### config.mk
export PLATFORM = sky130hd
export DESIGN_NAME = pe_result_writer_flat
export DESIGN_NICKNAME = d
export VERILOG_FILES = /design/src/rtl/pe_result_writer_if.sv /design/src/rtl/pe_result_writer.sv /design/src/flat_wrapper.sv
export SDC_FILE = /design/constraint.sdc
export NUM_CORES = 1
export LEC_CHECK = 0
export ABC_AREA = 0
export BUFFER_PORTS_ARGS = -buffer_cell sky130_fd_sc_hd__buf_2
export CORE_ASPECT_RATIO = 2
export CORE_UTILIZATION = 62
export CTS_BUF_LIST = sky130_fd_sc_hd__clkbuf_8 sky130_fd_sc_hd__clkbuf_16
export DETAILED_ROUTE_END_ITERATION = 6
export PLACE_DENSITY_LB_ADDON = 0.3
export SYNTH_ARGS = -nofsm -noshare
export SYNTH_HDL_FRONTEND = slang
export SYNTH_SLANG_ARGS = --single-unit
### constraint.sdc
create_clock -name clk -period 4.5 [get_ports clk]
set_clock_uncertainty 0.05 [all_clocks]
set_input_delay 1.125 -clock clk [delete_from_list [all_inputs] [get_ports clk]]
set_output_delay 1.125 -clock clk [all_outputs]
set_load 0.01 [all_outputs]
### src/rtl/pe_result_writer_if.sv
// ----------------------------------------------------------------------------
// pe_result_writer_if : PE-side result strobe and output-memory write bus
// Revision 1.0 : initial release
// ----------------------------------------------------------------------------
`default_nettype none

interface pe_result_writer_if #(
  parameter int DATA_W = 32,
  parameter int ADDR_W = 16
);
  logic              start;
  logic [ADDR_W-1:0] baseAddr;
  logic [DATA_W-1:0] resIn;
  logic              storeIn;
  logic              peDone;
  logic              memReady;
  logic              memWrEn;
  logic [ADDR_W-1:0] memAddr;
  logic [DATA_W-1:0] memData;
  logic              busy;
  logic              done;
  logic              overflow;

  modport master (
    output start, baseAddr, resIn, storeIn, peDone, memReady,
    input  memWrEn, memAddr, memData, busy, done, overflow
  );

  modport slave (
    input  start, baseAddr, resIn, storeIn, peDone, memReady,
    output memWrEn, memAddr, memData, busy, done, overflow
  );
endinterface

`default_nettype wire

### src/rtl/pe_result_writer.sv
// ----------------------------------------------------------------------------
// pe_result_writer : buffers PE results in a FIFO and writes them to memory
// Revision 1.0 : initial release
// ----------------------------------------------------------------------------
`default_nettype none

module pe_result_writer #(
  parameter int DATA_W = 32,
  parameter int ADDR_W = 16,
  parameter int DEPTH  = 4
) (
  input  wire logic          clk,
  input  wire logic          rst,
  pe_result_writer_if.slave  bus
);
  localparam int c_PTR_W = $clog2(DEPTH);

  typedef enum logic [1:0] {
    S_IDLE  = 2'd0,
    S_RUN   = 2'd1,
    S_DRAIN = 2'd2,
    S_DONE  = 2'd3
  } state_t;

  state_t              r_state;
  logic [DATA_W-1:0]   r_mem [DEPTH];
  logic [c_PTR_W-1:0]  r_wr_ptr;
  logic [c_PTR_W-1:0]  r_rd_ptr;
  logic [c_PTR_W:0]    r_count;
  logic [ADDR_W-1:0]   r_addr;
  logic                r_overflow;
  logic                r_busy;
  logic                r_done;

  logic w_empty;
  logic w_full;
  logic w_pop;
  logic w_push;
  logic w_drop;

  assign w_empty = (r_count == '0);
  assign w_full  = (r_count == (c_PTR_W+1)'(DEPTH));
  // Occupancy is zero outside RUN/DRAIN, so pops cannot leak into IDLE/DONE.
  assign w_pop   = !w_empty && bus.memReady;
  assign w_push  = bus.storeIn && (r_state == S_RUN) && (!w_full || w_pop);
  assign w_drop  = bus.storeIn &&
                   (((r_state == S_RUN) && w_full && !w_pop) || (r_state == S_DRAIN));

  always_ff @(posedge clk) begin
    if (rst) begin
      r_state    <= S_IDLE;
      r_wr_ptr   <= '0;
      r_rd_ptr   <= '0;
      r_count    <= '0;
      r_addr     <= '0;
      r_overflow <= 1'b0;
      r_busy     <= 1'b0;
      r_done     <= 1'b0;
      for (int i = 0; i < DEPTH; i++) begin
        r_mem[i] <= '0;
      end
    end else begin
      case (r_state)
        S_IDLE: begin
          if (bus.start) begin
            r_state    <= S_RUN;
            r_busy     <= 1'b1;
            r_addr     <= bus.baseAddr;
            r_wr_ptr   <= '0;
            r_rd_ptr   <= '0;
            r_count    <= '0;
            r_overflow <= 1'b0;
          end
        end
        S_RUN: begin
          if (bus.peDone) begin
            r_state <= S_DRAIN;
          end
        end
        S_DRAIN: begin
          if (w_empty) begin
            r_state <= S_DONE;
            r_busy  <= 1'b0;
            r_done  <= 1'b1;
          end
        end
        S_DONE: begin
          r_state <= S_IDLE;
          r_done  <= 1'b0;
        end
        default: begin
          r_state <= S_IDLE;
          r_busy  <= 1'b0;
          r_done  <= 1'b0;
        end
      endcase

      if (w_push) begin
        r_mem[r_wr_ptr] <= bus.resIn;
        r_wr_ptr        <= r_wr_ptr + 1'b1;
      end
      if (w_pop) begin
        r_rd_ptr <= r_rd_ptr + 1'b1;
        r_addr   <= r_addr + 1'b1;
      end
      if (w_push && !w_pop) begin
        r_count <= r_count + 1'b1;
      end else if (w_pop && !w_push) begin
        r_count <= r_count - 1'b1;
      end
      if (w_drop) begin
        r_overflow <= 1'b1;
      end
    end
  end

  assign bus.memWrEn  = !w_empty;
  assign bus.memAddr  = r_addr;
  assign bus.memData  = r_mem[r_rd_ptr];
  assign bus.busy     = r_busy;
  assign bus.done     = r_done;
  assign bus.overflow = r_overflow;

endmodule

`default_nettype wire
### src/flat_wrapper.sv
// flat-port wrapper written by rule: the top's interface ports become plain ports
module pe_result_writer_flat 
#(
  parameter int DATA_W = 32,
  parameter int ADDR_W = 16,
  parameter int DEPTH  = 4
)
  (clk, rst, bus_start, bus_baseAddr, bus_resIn, bus_storeIn, bus_peDone, bus_memReady, bus_memWrEn, bus_memAddr, bus_memData, bus_busy, bus_done, bus_overflow);
  pe_result_writer_if #(.DATA_W(DATA_W), .ADDR_W(ADDR_W)) bus_i ();
  input  wire logic clk;
  input  wire logic rst;
  input wire logic [$bits(bus_i.start)-1:0] bus_start;
  input wire logic [$bits(bus_i.baseAddr)-1:0] bus_baseAddr;
  input wire logic [$bits(bus_i.resIn)-1:0] bus_resIn;
  input wire logic [$bits(bus_i.storeIn)-1:0] bus_storeIn;
  input wire logic [$bits(bus_i.peDone)-1:0] bus_peDone;
  input wire logic [$bits(bus_i.memReady)-1:0] bus_memReady;
  output wire logic [$bits(bus_i.memWrEn)-1:0] bus_memWrEn;
  output wire logic [$bits(bus_i.memAddr)-1:0] bus_memAddr;
  output wire logic [$bits(bus_i.memData)-1:0] bus_memData;
  output wire logic [$bits(bus_i.busy)-1:0] bus_busy;
  output wire logic [$bits(bus_i.done)-1:0] bus_done;
  output wire logic [$bits(bus_i.overflow)-1:0] bus_overflow;
  assign bus_i.start = bus_start;
  assign bus_i.baseAddr = bus_baseAddr;
  assign bus_i.resIn = bus_resIn;
  assign bus_i.storeIn = bus_storeIn;
  assign bus_i.peDone = bus_peDone;
  assign bus_i.memReady = bus_memReady;
  assign bus_memWrEn = bus_i.memWrEn;
  assign bus_memAddr = bus_i.memAddr;
  assign bus_memData = bus_i.memData;
  assign bus_busy = bus_i.busy;
  assign bus_done = bus_i.done;
  assign bus_overflow = bus_i.overflow;
  pe_result_writer #(.DATA_W(DATA_W), .ADDR_W(ADDR_W), .DEPTH(DEPTH)) u_core (.clk(clk), .rst(rst), .bus(bus_i));
endmodule
==> results.toml <==
[detailed_routing]
vias = 4865
drt-initial-drc-count = 361
wire_per_inst_microns = 20.33
drt_first_pass_iters = 5
detail_route.wirelength_mm = 16.02
viasPerCell = 6.174
remaining_drc_errors = 0
route.antenna.remaining_nets = 0

[yosys]
yosysTopAreaCell = "edfxtp_1"
synthesis.nets = 600
yosys_register_bits = 158
synth.yosys.warnings = 0
synth_area_per_cell_sq_um = 13.59
mappedNetlistArea_sq_um = 7269
ys_seq_area_share_pct = 61.14
synthTopCellsByArea = "edfxtp_1 53%, mux4_2 9.9%, dfxtp_1 8.3%"
yosysUniqueCellTypes = 51
yosys.area.top_type_share_pct = 52.87
synthesis.instances = 535

[finish]
antenna_cells = 0
area.growth.synth_to_final_pct = 16.23
design.final.nets = 698
drive_above_1_share_pct = 32.97
layout_commonest_cell = "edfxtp_1"
final_cell_mix = "128 x edfxtp_1, 105 x buf_2, 76 x and2_1, 35 x and3_1, 32 x mux4_2"
final_cell_area_sq_um = 8449

[die]
die-width_microns = 78.57
fp.coreArea_sq_um = 11350
die_height_microns = 155.1
floorplan.initialDensity_pct = 64.02
io_pins = 106
die_area_sq_um = 12190
row_count = 55

[worst_setup_path]
r2r.worst_path.cells = 10
kind_of_launch_point_of_the_worst_setup_path = "register"
cp.required_ns = 3.32
critical_path.reg2reg.startpoint = "u_core.r_count[0]"
timing.critical_path.to_type = "primary output"
criticalPathCategory = "register to primary output"
worstReg2RegEnd = "u_core.r_count[2]"
longest_individual_stage_delay_on_the_worst_path_ns = 0.59
worst-endpoint-arrival_ns = 2.13
maximum_net_fanout_on_the_critical_path = 11
crit_path_frequent_cell = "inv_1"
critPathSlowestCell = "nor2b_1"
timing.critical_path.from = "u_core.r_count[0]"
worst-r2r-setup-slack_ns = 1.45
path_cells = "inv_1 -> ha_1 -> nor2b_1 -> inv_1 -> buf_2"

[status]
run_status = "completed"

[flow_run]
max-cap-violations = 0

[global_route]
grt.overflow.total = 0
grt_pass1_vias = 5143
antenna_found_initial = 0
grt_use_total_pct = 28.40
global_route_wire_length_before_repair_mm = 25.80
largest_net_degree_at_the_start_of_global_routing = 65

[timing]
setup_viol = 0
tightestPinTransition_ns = 1.001
max_slew_margin_pct = 33.27
period_share_pct = 73.51
fin_setup_tns_ns = 0
final.hold.worst_slack_ns = 0.4114
timing.final.max_slew_violations = 0
fin_crit_ns = 3.308
setup_repair_after_global_routing_missed_its_margin = "no"
hold_violations = 0
max_freq_mhz = 302.3

[min_path]
min_delay_worst_endpoint = "u_core.bus.done"
worstHoldPathCells = 2
min_delay_startpoint = "u_core.bus.done"
hp-class = "register to register"

[clocking]
postCtsHoldBufs = 0
cts_tree = "built"
cts.clk_slew.worst_paths_ns = 0.07
cts_inserted_buffers = 17
postCtsResizedCells = 0
cts_sink_count = 158
clock_path_buffers = 2
root_buffer = "clkbuf_16"
ctsHtreeMaxLevel = 4
worst_skew_pair.late_latency_ns = 0.42
cts_setup_buffers = 0

[place]
dpl.hpwl_mm = 9.976
port-buffer-count = 105
gp_congestion = 0.8964
place_area_sq_um = 7885

[pwr]
power-per-cell-area_nw_per_um2 = 520.8
ir_worst_vdd_v = 0.0004544
p_leak_uw = 0.003375
[through the flow]
stage | power, uW | util, % | worst slack (ns) | std cells
floorplan | 2658 | - | 1.558 | 535
global placement | 3003 | 69.44 | 1.129 | 756
detailed placement | 3048 | 69.44 | 1.068 | 756
CTS | 4406 | 74.41 | 1.185 | 788
global route | 4595 | 74.41 | 0.9765 | 788
finish | 4401 | 74.41 | 1.192 | 788
[final cells by class]
type                            instances  area, sq um
Clock buffer                           17        425.4
Clock inverter                         15        138.9
Fill cell                             727         2905
Inverter                               14        52.55
Multi-Input combinational cell        330         2630
Sequential cell                       158         4447
Tap cell                              142        177.7
Timing Repair Buffer                  112        578.1
[per-layer routing]
layer	global-route usage, %	routed length, microns	part of all wire (%)	vias to the layer above
met3	6.276	870	5.4	40
met5	0	0	0	-
met1	31.84	5716	36	2423
li1	-	-	-	2199
met2	50.77	9027	56	203
met4	12.43	406	2.5	0
[registers in the layout (all words and copies together), names as in the netlist, named ones only]
signal	count
u_core.r_wr_ptr	2
u_core.bus.busy	1
u_core.r_mem	128
u_core.bus.overflow	1
u_core.r_count	3
u_core.bus.done	1
u_core.r_state	2
u_core.r_rd_ptr	2
u_core.bus.memAddr	16
[power by group]
group          internal [uW]  total [uW]  leakage (uW)  switching, uW
Combinational            467        1120       0.00154            656
Sequential              1780        1910       0.00157            131
Clock                    768        1370      0.000264            599
Total                   3010        4400       0.00338           1390
[worst max path at each step]
stage	to	slack, ns
6_report	bus_memWrEn	1.19
5_1_grt	bus_memWrEn	0.98
4_1_cts	bus_memData[10]	1.18
3_5_place_dp	u_core.r_mem[2][14]	1.07
3_3_place_gp	u_core.r_mem[2][14]	1.13
2_1_floorplan	u_core.r_mem[0][0]	1.56
[logic make-up after synthesis]
group	after synthesis	share of synthesized area (%)
adders and majority gates	11	1.893
DFF	158	61.14
AOI/OAI and AO/OA	61	5.542
and+or+nand+nor	222	18.21
muxes	34	10.19
buffers and inverters	47	2.788
xor gates and xnor gates	2	0.2410
[Yosys cell counts (all sizes together)]
library cell  number
a21oi             20
o311ai             2
or3                5
a311oi             7
nor2b              4
and3b              2
a21o               1
a221oi             1
nand2             30
o32a               1
mux4              32
nand4              3
nand3              8
nand2b             2
a211oi             2
o21ai             11
and2              98
nor4b              1
o221ai             1
or4                3
a31oi              5
a211o              1
a31o               3
o22ai              1
nor4               8
and3              36
dfxtp             30
ha                11
or2                4
buf                6
nor2              12
inv               14
mux2i              2
a2bb2oi            1
nor3               6
clkbuf            27
xnor2              2
o211ai             1
a32oi              3
edfxtp           128
[critical path, delay by kind of cell (launching register included)]
kind,cells,cell delay (ns)
flip-flops,1,0.34
adder cells (fa/ha/maj),1,0.20
buffers and inverters,3,0.59
AND/OR/NAND/NOR,1,0.59
(Power assumes the default switching activity.)
